==> config.mk <==
export PLATFORM = sky130hd
export DESIGN_NAME = exc_ctrl_flat
export DESIGN_NICKNAME = d
export VERILOG_FILES = /design/src/rtl/exc_ctrl_if.sv /design/src/rtl/exc_ctrl.sv /design/src/flat_wrapper.sv
export SDC_FILE = /design/constraint.sdc
export NUM_CORES = 1
export LEC_CHECK = 0
export CAP_MARGIN = 20
export CORE_MARGIN = 2
export CORE_UTILIZATION = 33
export CTS_BUF_LIST = sky130_fd_sc_hd__clkbuf_4 sky130_fd_sc_hd__clkbuf_8 sky130_fd_sc_hd__clkbuf_16
export DETAILED_ROUTE_END_ITERATION = 8
export GPL_TIMING_DRIVEN = 0
export MAX_ROUTING_LAYER = met4
export PLACE_DENSITY = 0.91
export SYNTH_ARGS = -nofsm -noshare
export SYNTH_HDL_FRONTEND = slang
export SYNTH_SLANG_ARGS = --single-unit
==> constraint.sdc <==
create_clock -name clk -period 3.4 [get_ports clk]
set_clock_uncertainty 0.1 [all_clocks]
set_input_delay 1.02 -clock clk [delete_from_list [all_inputs] [get_ports clk]]
set_output_delay 1.02 -clock clk [all_outputs]
set_load 0.01 [all_outputs]
==> src/rtl/exc_ctrl_if.sv <==
// CPU-side CP0 access bundle: MTC0 request/grant handshake plus the CP0 write port.
interface exc_ctrl_if;
  logic        mtc0_req;
  logic [4:0]  mtc0_sel;
  logic [31:0] mtc0_data;
  logic        mtc0_ack;
  logic        cp0_wen;
  logic [4:0]  cp0_sel;
  logic [31:0] cp0_din;
  logic [31:0] cp0_pc;

  modport master (
    output mtc0_req, mtc0_sel, mtc0_data,
    input  mtc0_ack, cp0_wen, cp0_sel, cp0_din, cp0_pc
  );

  modport slave (
    input  mtc0_req, mtc0_sel, mtc0_data,
    output mtc0_ack, cp0_wen, cp0_sel, cp0_din, cp0_pc
  );
endinterface

==> src/rtl/exc_ctrl.sv <==
// Exception/interrupt sequencer: saves EPC, enters the handler, services ERET,
// and arbitrates CPU MTC0 writes onto the CP0 write port.
module exc_ctrl #(
  parameter logic [31:0] HANDLER_ADDR = 32'h0000_4180,
  parameter int          CNT_W        = 16
) (
  input  logic             clk,
  input  logic             rst,
  input  logic             int_req,
  input  logic             inst_done,
  input  logic             eret,
  input  logic [31:0]      next_pc,
  input  logic [31:0]      epc,
  exc_ctrl_if.slave        bus,
  output logic             exl_set,
  output logic             exl_clr,
  output logic             pc_redirect,
  output logic [31:0]      pc_target,
  output logic             stall,
  output logic [CNT_W-1:0] int_count
);

  typedef enum logic [1:0] {IDLE, SAVE, ENTER, RETURN} state_t;

  state_t      state, state_nxt;
  logic [31:0] saved_pc;
  logic        go_ret, go_int, grant;

  // rst gates only the IDLE-cycle outputs; next-state decode stays reset-free
  // so the async reset never enters a flop data path.
  always_comb begin
    state_nxt     = state;
    go_ret        = 1'b0;
    go_int        = 1'b0;
    grant         = 1'b0;
    exl_set       = 1'b0;
    exl_clr       = 1'b0;
    pc_redirect   = 1'b0;
    pc_target     = '0;
    stall         = 1'b0;
    bus.mtc0_ack  = 1'b0;
    bus.cp0_wen   = 1'b0;
    bus.cp0_sel   = '0;
    bus.cp0_din   = '0;
    bus.cp0_pc    = saved_pc;
    unique case (state)
      IDLE: begin
        go_ret = inst_done & eret;
        go_int = inst_done & ~eret & int_req;
        grant  = rst & bus.mtc0_req & ~go_ret & ~go_int;
        stall  = rst & (go_ret | go_int);
        if (go_ret)      state_nxt = RETURN;
        else if (go_int) state_nxt = SAVE;
        if (grant) begin
          bus.mtc0_ack = 1'b1;
          bus.cp0_wen  = 1'b1;
          bus.cp0_sel  = bus.mtc0_sel;
          bus.cp0_din  = bus.mtc0_data;
        end
      end
      SAVE: begin
        stall       = 1'b1;
        bus.cp0_wen = 1'b1;
        bus.cp0_sel = 5'd14;
        bus.cp0_din = saved_pc;
        state_nxt   = ENTER;
      end
      ENTER: begin
        stall       = 1'b1;
        exl_set     = 1'b1;
        pc_redirect = 1'b1;
        pc_target   = HANDLER_ADDR;
        state_nxt   = IDLE;
      end
      RETURN: begin
        stall       = 1'b1;
        exl_clr     = 1'b1;
        pc_redirect = 1'b1;
        pc_target   = epc;
        state_nxt   = IDLE;
      end
      default: state_nxt = IDLE;
    endcase
  end

  always_ff @(posedge clk or negedge rst) begin
    if (!rst) begin
      state     <= IDLE;
      saved_pc  <= '0;
      int_count <= '0;
    end else begin
      state <= state_nxt;
      if (go_int) saved_pc <= next_pc;
      if (state == ENTER && int_count != '1) int_count <= int_count + CNT_W'(1);
    end
  end

endmodule

==> src/flat_wrapper.sv <==
// flat-port wrapper written by rule: the top's interface ports become plain ports
module exc_ctrl_flat 
#(
  parameter logic [31:0] HANDLER_ADDR = 32'h0000_4180,
  parameter int          CNT_W        = 16
)
  (clk, rst, int_req, inst_done, eret, next_pc, epc, exl_set, exl_clr, pc_redirect, pc_target, stall, int_count, bus_mtc0_req, bus_mtc0_sel, bus_mtc0_data, bus_mtc0_ack, bus_cp0_wen, bus_cp0_sel, bus_cp0_din, bus_cp0_pc);
  exc_ctrl_if bus_i ();
  input  logic clk;
  input  logic rst;
  input  logic int_req;
  input  logic inst_done;
  input  logic eret;
  input  logic [31:0] next_pc;
  input  logic [31:0] epc;
  output logic exl_set;
  output logic exl_clr;
  output logic pc_redirect;
  output logic [31:0] pc_target;
  output logic stall;
  output logic [CNT_W-1:0] int_count;
  input wire logic [$bits(bus_i.mtc0_req)-1:0] bus_mtc0_req;
  input wire logic [$bits(bus_i.mtc0_sel)-1:0] bus_mtc0_sel;
  input wire logic [$bits(bus_i.mtc0_data)-1:0] bus_mtc0_data;
  output wire logic [$bits(bus_i.mtc0_ack)-1:0] bus_mtc0_ack;
  output wire logic [$bits(bus_i.cp0_wen)-1:0] bus_cp0_wen;
  output wire logic [$bits(bus_i.cp0_sel)-1:0] bus_cp0_sel;
  output wire logic [$bits(bus_i.cp0_din)-1:0] bus_cp0_din;
  output wire logic [$bits(bus_i.cp0_pc)-1:0] bus_cp0_pc;
  assign bus_i.mtc0_req = bus_mtc0_req;
  assign bus_i.mtc0_sel = bus_mtc0_sel;
  assign bus_i.mtc0_data = bus_mtc0_data;
  assign bus_mtc0_ack = bus_i.mtc0_ack;
  assign bus_cp0_wen = bus_i.cp0_wen;
  assign bus_cp0_sel = bus_i.cp0_sel;
  assign bus_cp0_din = bus_i.cp0_din;
  assign bus_cp0_pc = bus_i.cp0_pc;
  exc_ctrl #(.HANDLER_ADDR(HANDLER_ADDR), .CNT_W(CNT_W)) u_core (.clk(clk), .rst(rst), .int_req(int_req), .inst_done(inst_done), .eret(eret), .next_pc(next_pc), .epc(epc), .bus(bus_i), .exl_set(exl_set), .exl_clr(exl_clr), .pc_redirect(pc_redirect), .pc_target(pc_target), .stall(stall), .int_count(int_count));
endmodule
==> key figures, run 1 <==
Synth
  • Count of cell types in the netlist: 38
  • Post-synth ARST share: between 90% and 100%
  • Most used flip-flop cell after synthesis: dfrtp_1
  • Syn nets: 355
  • Mapped Cells: ~250
  • #FFs+latches synth: 50
  • Cell area after synthesis: about 2800 um^2
  • Dominant cells by area after synthesis: dfrtp_1 45%, mux2_2 13%, a22o_1 10%, and3_1 7.5%, xor2_1 1.9%
  • Cell taking the most area after synthesis: dfrtp_1
  • Synth warnings: 0
  • Top-area cell type share of the netlist area: between 40 and 50%
  • Mean Syn Cell Area: ~11 um^2
  • Number of synthesized flops with an enable pin: 0
  • Post-synthesis sequential area ratio: 45.39%

Timing
  • Final period demand of the worst path: between 3 and 4 ns
  • Final period util: 99.29%
  • Fmax: just under 300 MHz
  • Endpoints failing setup: 0
  • Tightest Pin Transition: 0.4497 ns
  • Max-slew headroom: a little over two thirds
  • Final Slew Violations: 0
  • Final Hold Violating Endpoints: 0
  • Hold_ws: between 0.4 and 0.5 ns
  • Final worst slack: 0.02401 ns
  • RSZ-0062 raised after global routing: false
  • Setup TNS: 0 ns

Floorplanning
  • Die width: roughly 95 um
  • Core area: between 8000 and 9000 um^2
  • Die Area: 9100 um^2
  • Count of boundary I/O pins: 230
  • # rows: 33
  • Die Span Y: 95.40 um
  • Initial Util: between 30 and 40%

Placement
  • Port Buffers: 229
  • DP Worst Slack: -0.9865 ns
  • RD Place Congestion: 0.8453
  • Post-DP HPWL: roughly 8500 um

Hold path
  • Hold endpoint: u_core.int_count[12]
  • Hold path cells: 1
  • Worst hold start: u_core.int_count[12]
  • Hold Path Class: reg -> reg

Detailed routing
  • Via/cell ratio: just over 5
  • Initial detailed-routing violation count: 38
  • Vias: 3024
  • Drt first pass iters: 4
  • DRT Wirelength: around 11000 um
  • # DRC: 0
  • Post-DRT Antenna Nets: 0
  • Per-cell routed wire length: around 18 um

Clock network
  • CTS Sinks: 50
  • Reg clk slew, reported paths: 0.09 ns
  • Max Root-Sink Buffers: 2
  • Latest clock arrival within the worst-skew pair: 0.30 ns
  • H-tree Lvls: 2
  • CTS tree: done
  • TritonCTS buffer count: 5
  • Root Buffer: clkbuf_8

Cells and area
  • Ratio of cells with drive above 1 in the final layout: between 20% and 30%
  • Antenna cells: 0
  • Layout Area Growth over Synthesis: 92.06%
  • Nets: 601

Worst setup path
  • Critical-path cell list: clkdlybuf4s50_1 -> and3_1 -> clkdlybuf4s50_1
  • CP peak stage delay: between 0.5 and 0.6 ns
  • Startpoint types: primary input
  • Largest delay contributor family on the critical path: buffers and inverters
  • Crit end category: output port
  • Crit path required time: between 2 and 2.5 ns
  • Most frequent CP cell: clkdlybuf4s50_1
  • FF-to-FF Start: u_core.int_count[0]
  • Critical Path Stages: 3
  • R2R Path End: u_core.int_count[1]
  • CP max stage cell: clkdlybuf4s50_1
  • R2r setup slk: 1.45 ns
  • Source of the critical timing path: epc[26]
  • Kind of critical path: in -> out
  • Worst reg2reg path depth: 5
  • Peak fanout along the critical path: 1
  • CP bufs+invs: 2
  • CP Data Arrival Time: around 2.3 ns

Global routing
  • Largest net degree at the start of global routing: 28
  • GRT overflow: 0
  • First-pass GRT wire length: 15680 um
  • Vias in the first global route: 2960
  • Initial antenna violation count: 0
  • Total Routing Usage GR: about a quarter

Run
  • Max_cap viols: 0

Outcome
  • Status: complete, no violations

Pwr
  • IR drop worst, VDD: ~370 uV
  • Power per Cell Area: between 400 and 500 nW/um^2
  • Lkg Pwr: ~2.5 nW
==> registers in the layout (all words and copies together) (netlist names) <==
signal	count
u_core.state	2
u_core.bus.cp0_pc	32
u_core.int_count	16
==> stage by stage <==
stage	power (W)	cells	area (um^2)	util, %
final	0.002381	599	5294	64.75
after CTS	0.002393	597	5268	64.43
after global placement	0.001960	581	5180	63.36
after detailed placement	0.001998	582	5195	63.54
after global routing	0.002522	599	5294	64.75
after floorplan	0.001299	247	2756	-
==> cells by family after synthesis <==
group / Yosys count / synth area share [%]
mux: 33 / 13.62
simple gates: 74 / 17.84
xor+xnor: 9 / 2.860
buf+inv: 25 / 4.403
compound gates: 55 / 15.43
fa+ha+maj: 1 / 0.4539
flops: 50 / 45.39
==> layer usage <==
metal  global-route usage, %  vias to the layer above  wire length [um]
met5                       -                        -                 0
met4                   7.381                        0               295
met3                   5.059                       21               742
met2                   42.08                      119              5683
met1                   25.93                     1471              4185
li1                        -                     1413                 -
==> cell usage after synthesis, types with 4 or more instances <==
| cell type | number |
|---|---|
| dfrtp_1 | 50 |
| nand2_1 | 6 |
| buf_4 | 5 |
| mux2_2 | 32 |
| inv_1 | 4 |
| a22o_1 | 32 |
| and2_1 | 4 |
| and3_1 | 33 |
| buf_2 | 7 |
| a31oi_1 | 4 |
| clkbuf_1 | 8 |
| xor2_1 | 6 |
| a21oi_1 | 9 |
==> cell usage in the layout, fill, tap and decap left out, types with 2 or more instances in the layout <==
cell / count
a21boi_0: 3
nor2b_1: 3
and3_1: 33
xnor2_1: 3
clkdlybuf4s15_2: 2
nor3_1: 2
buf_6: 6
clkbuf_8: 5
clkdlybuf4s50_1: 181
buf_2: 35
xor2_1: 6
a31oi_1: 4
clkbuf_2: 5
a22o_1: 32
nand4_1: 3
nand2_1: 6
nor4_1: 3
and2_1: 4
a21o_1: 3
buf_4: 7
inv_1: 4
dlygate4sd2_1: 9
nand3_2: 2
clkbuf_1: 7
dfrtp_1: 50
mux2_2: 32
or2_2: 2
a21oi_1: 9
nand3_1: 3
nand4b_1: 2
buf_8: 3
nor2_1: 3
==> timing repair <==
item                                    CTS  global route
hold buffers                              0             0
cloned                                    2             1
endpoints found under the setup margin   43            34
pin swaps                                 3             4
setup buffers                             5             1
gates resized for setup                 160            16
==> worst max-delay path by stage <==
stage | slack [ns] | endpoint
global placement | -2.55 | bus_cp0_din[28]
detailed placement | -0.99 | bus_cp0_din[4]
CTS | -0.06 | bus_cp0_din[9]
global route | 0.006 | pc_target[26]
floorplan | 0.29 | bus_cp0_din[0]
finish | 0.02 | pc_target[26]
==> power breakdown <==
group | internal, W | total [W] | switching (W)
clock | 0.000221 | 0.000424 | 0.000203
sequential | 0.000753 | 0.000920 | 0.000167
combinational | 0.000643 | 0.00104 | 0.000394
==> worst reg2reg max path: stages (launching register included) <==
cell and delay [ns]:
dfrtp_1 0.42, ha_1 0.24, nand3_1 0.18, nor4_4 0.45
a21boi_2 0.14, mux2_4 0.31
==> layout make-up <==
cell class | count | area, um^2
buffer | 21 | 141.4
clock buffer | 5 | 68.82
tap | 105 | 131.4
timing repair buffer | 239 | 2252
multi-input combinational | 172 | 1390
clock inverter | 3 | 43.79
sequential | 50 | 1251
inverter | 4 | 15.01
fill | 664 | 2882
(Power assumes the default switching activity.)
==> run 2, diff against run 1 <==
CTS_CLUSTER_SIZE = 25   (was unset)
SETUP_SLACK_MARGIN = 0.02   (was unset)
==> run 2 against run 1 <==
Net effect: clock-buffer cell count is the same; maximum frequency is essentially flat; combinational power is essentially flat; design area shrank 0.21%; largest power group unchanged.
==> key figures, run 2 (synthesis gave the netlist of run 1 again) <==
Outcome
  • Status: complete, no violations

Cells and area
  • Antenna cells: 0
  • Largest register FFs: 32
  • Fillers: approximately 670
  • Nets: roughly 600
  • Area taken by multi-input logic gates: between 1000 and 1500 um^2
  • Total area of sequential cells: 1251 um^2
  • Commonest cells after routing, fill and taps aside: 181 x clkdlybuf4s50_1, 50 x dfrtp_1, 40 x buf_2
  • Non-filler cells in the finished layout: 600
  • Ratio of cells with drive above 1 in the final layout: 23.43%
  • Layout Area Growth over Synthesis: 91.65%
  • Commonest non-fill, non-tap cell in the layout: clkdlybuf4s50_1

Detailed routing
  • Per-cell routed wire length: 18.23 um
  • Vias: between 3000 and 4000
  • Initial detailed-routing violation count: 48
  • DRT Wirelength: 10940 um
  • Post-DRT Antenna Nets: 0
  • Drt first pass iters: 4
  • # DRC: 0
  • Via/cell ratio: 5.058

Clock network
  • Hold_buf cts: 0
  • CTS tree: done
  • Max Root-Sink Buffers: 2
  • Reg clk slew, reported paths: 0.09 ns
  • H-tree Lvls: 2
  • CTS Sinks: 50
  • TritonCTS buffer count: 5
  • Latest clock arrival within the worst-skew pair: approximately 0.30 ns
  • Root Buffer: clkbuf_8

Worst setup path
  • Critical-path cell list: clkdlybuf4s50_1 -> and3_1 -> clkdlybuf4s50_1
  • Kind of critical path: in -> out
  • Largest delay contributor family on the critical path: buffers and inverters
  • CP Data Arrival Time: approximately 2.3 ns
  • Peak fanout along the critical path: 1
  • CP peak stage delay: 0.56 ns
  • Most frequent CP cell: clkdlybuf4s50_1
  • Crit end category: output port
  • CP max stage cell: clkdlybuf4s50_1
  • Startpoint types: primary input
  • CP bufs+invs: 2
  • Crit path required time: between 2 and 2.5 ns

Floorplanning
  • Count of boundary I/O pins: 230
  • Initial Util: about a third
  • # rows: 33
  • Die width: 95.40 um
  • Die Area: around 9000 um^2
  • Core area: between 8000 and 9000 um^2
  • Die Span Y: approximately 95 um

Global routing
  • Total Routing Usage GR: between 20% and 30%
  • First-pass GRT wire length: approximately 16000 um
  • Largest net degree at the start of global routing: 28
  • Initial antenna violation count: 0
  • Vias in the first global route: just under 3000
  • GRT overflow: 0

Timing
  • Final period util: ~99%
  • RSZ-0062 raised after global routing: true
  • Max-slew headroom: between 60% and 70%
  • Final period demand of the worst path: between 3 and 4 ns
  • Fmax: a little under 300 MHz
  • Final Hold Violating Endpoints: 0
  • Tightest Pin Transition: around 0.45 ns
  • Final worst slack: between 0.02 and 0.025 ns
  • Endpoints failing setup: 0
  • Final Slew Violations: 0

Hold path
  • Hold Path Class: reg -> reg

Pwr
  • IR drop worst, VDD: 368.9 uV
  • Power per Cell Area: 450.5 nW/um^2
  • Lkg Pwr: approximately 2.5 nW
  • Tot Pwr: ~0.0024 W

Placement
  • Port Buffers: around 230
  • DP Worst Slack: -0.9865 ns
  • RD Place Congestion: between 0.8 and 0.9
  • DP Cell Count: between 500 and 600
  • Post-DP HPWL: 8527 um

Run
  • Max_cap viols: 0
[run 2: cell count changes in the layout (fill, tap and decap cells not counted)]
cell | before | now
buf_6 | 6 | 5
clkdlybuf4s15_2 | 2 | 0
buf_2 | 35 | 40
clkdlybuf4s15_1 | 0 | 1
clkbuf_2 | 5 | 3
dlygate4sd2_1 | 9 | 7
buf_4 | 7 | 9
[run 2: cell type report]
class / instances / share of cell area, %
Tap cell: 105 / 2.487
Timing Repair Buffer: 240 / 42.42
Sequential cell: 50 / 23.69
Buffer: 21 / 2.676
Clock buffer: 5 / 1.303
Clock inverter: 3 / 0.8290
Multi-Input combinational cell: 172 / 26.31
Inverter: 4 / 0.2842
[run 2: final timing paths]
| kind | from | end | slack (ns) | cells after the start |
|---|---|---|---|---|
| setup / recovery | epc[26] | pc_target[26] | 0.02 | 3 |
| hold / removal | u_core.int_count[12] | u_core.int_count[12] | 0.42 | 1 |
| setup reg to reg | u_core.int_count[0] | u_core.int_count[1] | 1.45 | 5 |
| hold reg to reg | u_core.int_count[12] | u_core.int_count[12] | 0.42 | 1 |
| max in group asynchronous | rst | u_core.bus.cp0_pc[1] | 2.32 | 2 |
| min in group asynchronous | rst | u_core.int_count[4] | 0.47 | 1 |
[run 2: routing by layer]
metal	vias up	global-route usage, %	wire (um)
met4	0	7.381	295
met5	-	-	0
met3	21	5.138	749
li1	1416	-	-
met1	1472	26.08	4171
met2	126	42.43	5723
[run 2: stage by stage]
stage | hold WS (ns) | TNS, ns | util (%) | area [um^2]
after floorplan | 0.4218 | 0 | - | 2756
after global placement | 0.3864 | -106.86 | 63.36 | 5180
after detailed placement | 0.4109 | -31.80 | 63.54 | 5195
after CTS | 0.4252 | 0 | 64.13 | 5243
after global routing | 0.4526 | 0 | 64.62 | 5283
final | 0.4194 | 0 | 64.62 | 5283
[run 2: timing repair]
item / 4_1_cts / 5_1_grt
gates cloned: 2 / 1
gates resized for setup: 173 / 10
setup endpoints to repair: 43 / 37
setup buffers: 6 / 1
pin swaps: 3 / 3
[run 2: worst register-to-register path, stage by stage, from the launching register on]
cell and delay [ns]:
dfrtp_1 0.42, ha_1 0.24, nand3_1 0.18, nor4_4 0.45, a21boi_2 0.15, mux2_4 0.31
[run 2: power by group]
group / switching, W / internal (W) / total [W]
clock network: 0.000204 / 0.000221 / 0.000424
logic: 0.000395 / 0.000641 / 0.00104
registers: 0.000166 / 0.000753 / 0.000920
total: 0.000765 / 0.00162 / 0.00238
